**src/rtl/topdown_accumulator.sv**
```systemverilog
// Top-down cycle attribution: one cause per enabled cycle by static priority, with
// saturating live counters, snapshot-and-clear shadows and a registered read port.
// Optional sum-check on snapshot is enabled by defining TOPDOWN_SUM_CHECK_EN.
module topdown_accumulator #(
   parameter int unsigned         N_CAUSES         = 6,
   parameter int unsigned         CNT_W            = 32,
   parameter logic [N_CAUSES-1:0] FIRST_CYCLE_MASK = '0
) (
   input  logic                          clk_i,
   input  logic                          rst_ni,
   input  logic                          en_i,
   input  logic [N_CAUSES-1:0]           cause_i,
   input  logic                          snap_i,
   input  logic                          clr_i,
   input  logic [$clog2(N_CAUSES+1)-1:0] rd_idx_i,
   output logic [CNT_W-1:0]              rd_data_o,
   output logic                          rd_ovf_o,
   output logic [N_CAUSES-1:0]           attr_o,
   output logic                          err_o
);

   localparam int unsigned      IDX_W   = $clog2(N_CAUSES+1);
   localparam logic [IDX_W-1:0] TOT_IDX = IDX_W'(N_CAUSES);

   // Catch-all raw bit never competes, so it needs no edge register.
   logic                  unused_catchall;
   logic [N_CAUSES-2:0]   prev_q, prev_d;
   logic [N_CAUSES-2:0]   qual;
   logic [N_CAUSES-1:0]   win_oh;
   logic                  found;
   logic [N_CAUSES:0]     inc;
   logic [N_CAUSES-1:0]   attr_q, attr_d;

   // Entry N_CAUSES of each array holds the total-cycle counter.
   logic [N_CAUSES:0][CNT_W-1:0] live_q, live_d;
   logic [N_CAUSES:0][CNT_W-1:0] shadow_q, shadow_d;
   logic [N_CAUSES:0]            ovf_q, ovf_d;
   logic [N_CAUSES:0]            shovf_q, shovf_d;

   logic [CNT_W-1:0]      rd_data_q, rd_data_d;
   logic                  rd_ovf_q, rd_ovf_d;

   assign unused_catchall = cause_i[N_CAUSES-1];

   always_comb begin
      prev_d = cause_i[N_CAUSES-2:0];
      qual   = cause_i[N_CAUSES-2:0] &
               ~(FIRST_CYCLE_MASK[N_CAUSES-2:0] & prev_q);
      win_oh = '0;
      found  = 1'b0;
      for (int unsigned i = 0; i < N_CAUSES-1; i++) begin
         if (qual[i] && !found) begin
            win_oh[i] = 1'b1;
            found     = 1'b1;
         end
      end
      if (!found) begin
         win_oh[N_CAUSES-1] = 1'b1;
      end
      inc    = {en_i, win_oh & {N_CAUSES{en_i}}};
      attr_d = inc[N_CAUSES-1:0];
   end

   always_comb begin
      live_d   = live_q;
      ovf_d    = ovf_q;
      shadow_d = shadow_q;
      shovf_d  = shovf_q;
      if (clr_i) begin
         live_d = '0;
         ovf_d  = '0;
      end else if (snap_i) begin
         // Shadows take the pre-increment value; live restarts from this cycle's increment.
         shadow_d = live_q;
         shovf_d  = ovf_q;
         ovf_d    = '0;
         for (int unsigned k = 0; k <= N_CAUSES; k++) begin
            live_d[k] = CNT_W'(inc[k]);
         end
      end else begin
         for (int unsigned k = 0; k <= N_CAUSES; k++) begin
            if (inc[k]) begin
               if (&live_q[k]) begin
                  ovf_d[k] = 1'b1;
               end else begin
                  live_d[k] = live_q[k] + CNT_W'(1);
               end
            end
         end
      end
   end

   always_comb begin
      rd_data_d = '0;
      rd_ovf_d  = 1'b0;
      if (rd_idx_i <= TOT_IDX) begin
         rd_data_d = shadow_q[rd_idx_i];
         rd_ovf_d  = shovf_q[rd_idx_i];
      end
   end

   always_ff @(posedge clk_i or negedge rst_ni) begin
      if (!rst_ni) begin
         prev_q    <= '0;
         attr_q    <= '0;
         live_q    <= '0;
         ovf_q     <= '0;
         shadow_q  <= '0;
         shovf_q   <= '0;
         rd_data_q <= '0;
         rd_ovf_q  <= 1'b0;
      end else begin
         prev_q    <= prev_d;
         attr_q    <= attr_d;
         live_q    <= live_d;
         ovf_q     <= ovf_d;
         shadow_q  <= shadow_d;
         shovf_q   <= shovf_d;
         rd_data_q <= rd_data_d;
         rd_ovf_q  <= rd_ovf_d;
      end
   end

   assign rd_data_o = rd_data_q;
   assign rd_ovf_o  = rd_ovf_q;
   assign attr_o    = attr_q;

`ifdef TOPDOWN_SUM_CHECK_EN
   localparam int unsigned SUM_W = CNT_W + $clog2(N_CAUSES);

   logic [SUM_W-1:0] cause_sum;
   logic             err_q, err_d;

   always_comb begin
      cause_sum = '0;
      for (int unsigned k = 0; k < N_CAUSES; k++) begin
         cause_sum = cause_sum + SUM_W'(live_q[k]);
      end
      err_d = err_q;
      if (clr_i) begin
         err_d = 1'b0;
      end else if (snap_i && !(|ovf_q) && (cause_sum != SUM_W'(live_q[N_CAUSES]))) begin
         err_d = 1'b1;
      end
   end

   always_ff @(posedge clk_i or negedge rst_ni) begin
      if (!rst_ni) begin
         err_q <= 1'b0;
      end else begin
         err_q <= err_d;
      end
   end

   assign err_o = err_q;
`else
   assign err_o = 1'b0;
`endif

endmodule

```
**config.mk**
```make
export PLATFORM = sky130hd
export DESIGN_NAME = topdown_accumulator
export DESIGN_NICKNAME = d
export VERILOG_FILES = /design/src/rtl/topdown_accumulator.sv
export SDC_FILE = /design/constraint.sdc
export NUM_CORES = 1
export LEC_CHECK = 0
export ABC_AREA = 1
export CORE_AREA = 2 2 216 218
export DETAILED_ROUTE_END_ITERATION = 6
export DIE_AREA = 0 0 218 220
export DONT_BUFFER_PORTS = 1
export PLACE_DENSITY = 0.75
export SLEW_MARGIN = 40
export SYNTH_ARGS = -nofsm -noshare
export SYNTH_HDL_FRONTEND = slang
export SYNTH_SLANG_ARGS = --single-unit
```
**constraint.sdc**
```tcl
create_clock -name clk_i -period 5.9 [get_ports clk_i]
set_clock_uncertainty 0.1 [all_clocks]
set_input_delay 0.59 -clock clk_i [delete_from_list [all_inputs] [get_ports clk_i]]
set_output_delay 0.59 -clock clk_i [all_outputs]
set_load 0.02 [all_outputs]
```
==> flow_metrics.env <==
export IMPL_grt_total_usage_pct=33.4
export IMPL_cts_htree_levels=2
export IMPL_worstPathArrival_ns=3.63
export IMPL_antenna_found_initial=2
export IMPL_ys_types=40
export IMPL_cp_end_kind="flop"
export IMPL_cap_violations=0
export IMPL_setup_tns_ns=0
export IMPL_synth_edf_count=0
export IMPL_cts_resized=0
export IMPL_ys_warn_count=0
export IMPL_slowest_stage="clkinv_2"
export IMPL_root_buffer="clkbuf_16"
export IMPL_io_buffers=0
export IMPL_synth_async_reset_ratio_pct=100
export IMPL_max_stage_delay_ns=0.68
export IMPL_drive_gt1_share_pct=4.59
export IMPL_fmax_mhz=309
export IMPL_clkSlewWorstSetupHoldPaths_ns=0.06
export IMPL_final_area_sq_um=29200
export IMPL_vias=24900
export IMPL_cp_top_family="buffers and inverters"
export IMPL_syn_num_nets=3799
export IMPL_gp_congestion=0.976
export IMPL_grt_setup_unrepaired="false"
export IMPL_fin_crit_ns=3.23
export IMPL_critPathRequiredTime_ns=6.29
export IMPL_cp_max_fo=54
export IMPL_rows=79
export IMPL_avgSynthCellArea_sq_um=7.20
export IMPL_crit_type="in -> reg"
export IMPL_die_h_um=220
export IMPL_status="finished, violations left"
export IMPL_final_hold_viol_count=333
export IMPL_worst_slew_pin_slew_ns=2.12
export IMPL_grt_pass1_vias=22000
export IMPL_worstSetupStartpointType="input pin"
export IMPL_slew_headroom_pct=-41.5
export IMPL_hold_slack_ns=-0.398
export IMPL_yosysSeqAreaShare_pct=46.1
export IMPL_cts_buffers=54
export IMPL_overflow=0
export IMPL_drv_slew=396
export IMPL_finalSetupViolations=0
export IMPL_grt_start_max_net_pins=502
export IMPL_finalCritPeriodShare_pct=54.8
export IMPL_crit_buf_inv=4
export IMPL_syn_area_sq_um=27200
export IMPL_cts_tree="yes"
export IMPL_cts_buffer_depth=3
export IMPL_crit_chain="nor2_4, clkinv_2, buf_4, buf_4, a21oi_4, inv_1, nand2_1, nand2_1"
export IMPL_grt_pass1_wl_um=125000
export IMPL_leakagePower_nw=12.8
export IMPL_initial_core_util_pct=59.3
export IMPL_drt_pass1_iterations=6
export IMPL_hpwl_um=53000
export IMPL_wl_per_cell_um=18.4
export IMPL_utilization_pct=63.8
export IMPL_routed_wirelength_um=79500
export IMPL_timing_final_ws_setup_ns=2.67
export IMPL_holdBufCountCts=2
export IMPL_layout_nets=3682
export IMPL_numClockSinks=501
export IMPL_io_pins=54
export IMPL_violations="hold timing, slew limit"
export IMPL_drc=0
export IMPL_irDropWorstVdd_v=0.000224
export IMPL_syn_to_final_growth_pct=7.49
export IMPL_insertion_delay_ns=0.61
export IMPL_place_area_sq_um=27300
export IMPL_die_w_um=218
export IMPL_via_per_inst=5.77
export IMPL_coreArea_sq_um=45900
export IMPL_dp_slack_ns=2.15
export IMPL_ys_ff_latch=501
export IMPL_hold_class="in -> async"
export IMPL_antenna_left=0
export IMPL_cts_setup_buffers=0
export IMPL_dieArea_sq_um=48000
export IMPL_drt_iter0_drc=3167
export IMPL_power_density_nw_per_um2=253
export IMPL_netlist_instances=3778
export IMPL_synth_ff_type="dfrtp_1"
-- sequential cells by signal (all words and copies together), names as in the netlist --
signal,count
rd_ovf_o,1
live_q,224
attr_o,6
rd_data_o,32
shovf_q,7
ovf_q,7
shadow_q,224
-- report_power, final --
group | switching, mW | internal [mW] | total (mW) | leakage (nW)
Sequential | 0.0472 | 3.47 | 3.52 | 6.94
Clock | 1.43 | 2.15 | 3.59 | 0.951
Combinational | 0.239 | 0.0677 | 0.306 | 4.92
Total | 1.72 | 5.69 | 7.41 | 12.8
-- metal layers --
metal	GRT usage [%]	vias to the layer above	share of wire (%)
met4	11.0	2	3.2
met5	0	-	0.014
met1	50.7	11700	45
met2	46.8	1017	41
met3	7.91	148	10
li1	-	12000	-
-- path summary, 6_finish.rpt --
path	start	end	slack, ns	cells past startpoint
setup / recovery	snap_i	live_q[43]	2.67	8
hold / removal	rst_ni	shadow_q[159]	-0.40	0
setup reg to reg	live_q[160]	live_q[171]	2.70	10
hold reg to reg	shadow_q[66]	shadow_q[66]	0.37	2
max in group asynchronous	rst_ni	live_q[187]	4.44	0
min in group clk_i	clr_i	live_q[42]	0.04	3
-- Yosys cell counts (4+ instances only) --
cell / n / area share [%]
nand2_1: 1166 / 16
nor2_1: 650 / 9.0
dfrtp_1: 501 / 46
inv_1: 272 / 3.8
o21ai_0: 238 / 4.4
nand4_1: 193 / 4.4
nand3_1: 189 / 3.5
clkbuf_1: 134 / 1.8
nor3_1: 73 / 1.3
xor2_1: 65 / 2.1
a21oi_1: 42 / 0.77
o21ai_1: 38 / 0.70
a31oi_1: 33 / 0.76
o32ai_1: 33 / 1.1
buf_2: 20 / 0.37
buf_1: 17 / 0.23
nor2_2: 11 / 0.25
nor3b_1: 11 / 0.30
nor2_4: 10 / 0.41
buf_6: 9 / 0.37
nand2_2: 9 / 0.21
buf_4: 8 / 0.22
ha_1: 7 / 0.32
inv_2: 7 / 0.097
a22oi_1: 6 / 0.17
or2_2: 6 / 0.14
a21oi_4: 5 / 0.30
and3_1: 4 / 0.092
nand3_4: 4 / 0.26
-- cells by family (layout without fill, tap and decap cells) --
kind of cell	Yosys count	after routing	share of synthesized area (%)
compound gates	397	397	8.19
xor+xnor	67	67	2.16
fa+ha+maj	7	7	0.322
buf+inv	469	396	6.93
flops	501	501	46.1
other cells	1	2	0.0138
simple gates	2336	2336	36.3
-- layout make-up --
class,count,area [sq um]
inverters,280,1060
well taps,607,759
clock buffers,81,1700
multi-input cells,2808,12800
fillers,4101,16600
repair buffers,16,166
flip-flops and latches,501,12500
diodes,1,2.50
clock inverters,19,205
-- worst reg2reg max path, delay by kind of cell (launching register included) --
kind	cells	cell delay [ns]
AND/OR/NAND/NOR	7	1.36
AO/OA/AOI/OAI	1	0.74
flip-flops	1	0.42
adder cells (fa/ha/maj)	1	0.29
buffers and inverters	1	0.19
-- through the flow --
step | total power [mW] | cells
floorplan | 3.81 | 3778
global placement | 3.87 | 4210
detailed placement | 3.87 | 4210
CTS | 7.44 | 4312
global route | 7.61 | 4312
finish | 7.41 | 4313
-- cells in the final DEF (no fill, tap or decap), types with 10 or more instances in the layout --
| master | count |
|---|---|
| xor2_1 | 65 |
| o32ai_1 | 33 |
| clkinv_2 | 13 |
| nor2_4 | 13 |
| nand2_1 | 1166 |
| buf_4 | 10 |
| nor2_2 | 11 |
| nor3_1 | 73 |
| clkbuf_16 | 57 |
| clkbuf_8 | 18 |
| a31oi_1 | 33 |
| o21ai_0 | 238 |
| nor3b_1 | 11 |
| o21ai_1 | 38 |
| dfrtp_1 | 501 |
| nand3_1 | 189 |
| nand4_1 | 193 |
| a21oi_1 | 42 |
| nor2_1 | 647 |
| inv_1 | 271 |
No activity file was read; power rests on OpenSTA's default activity.
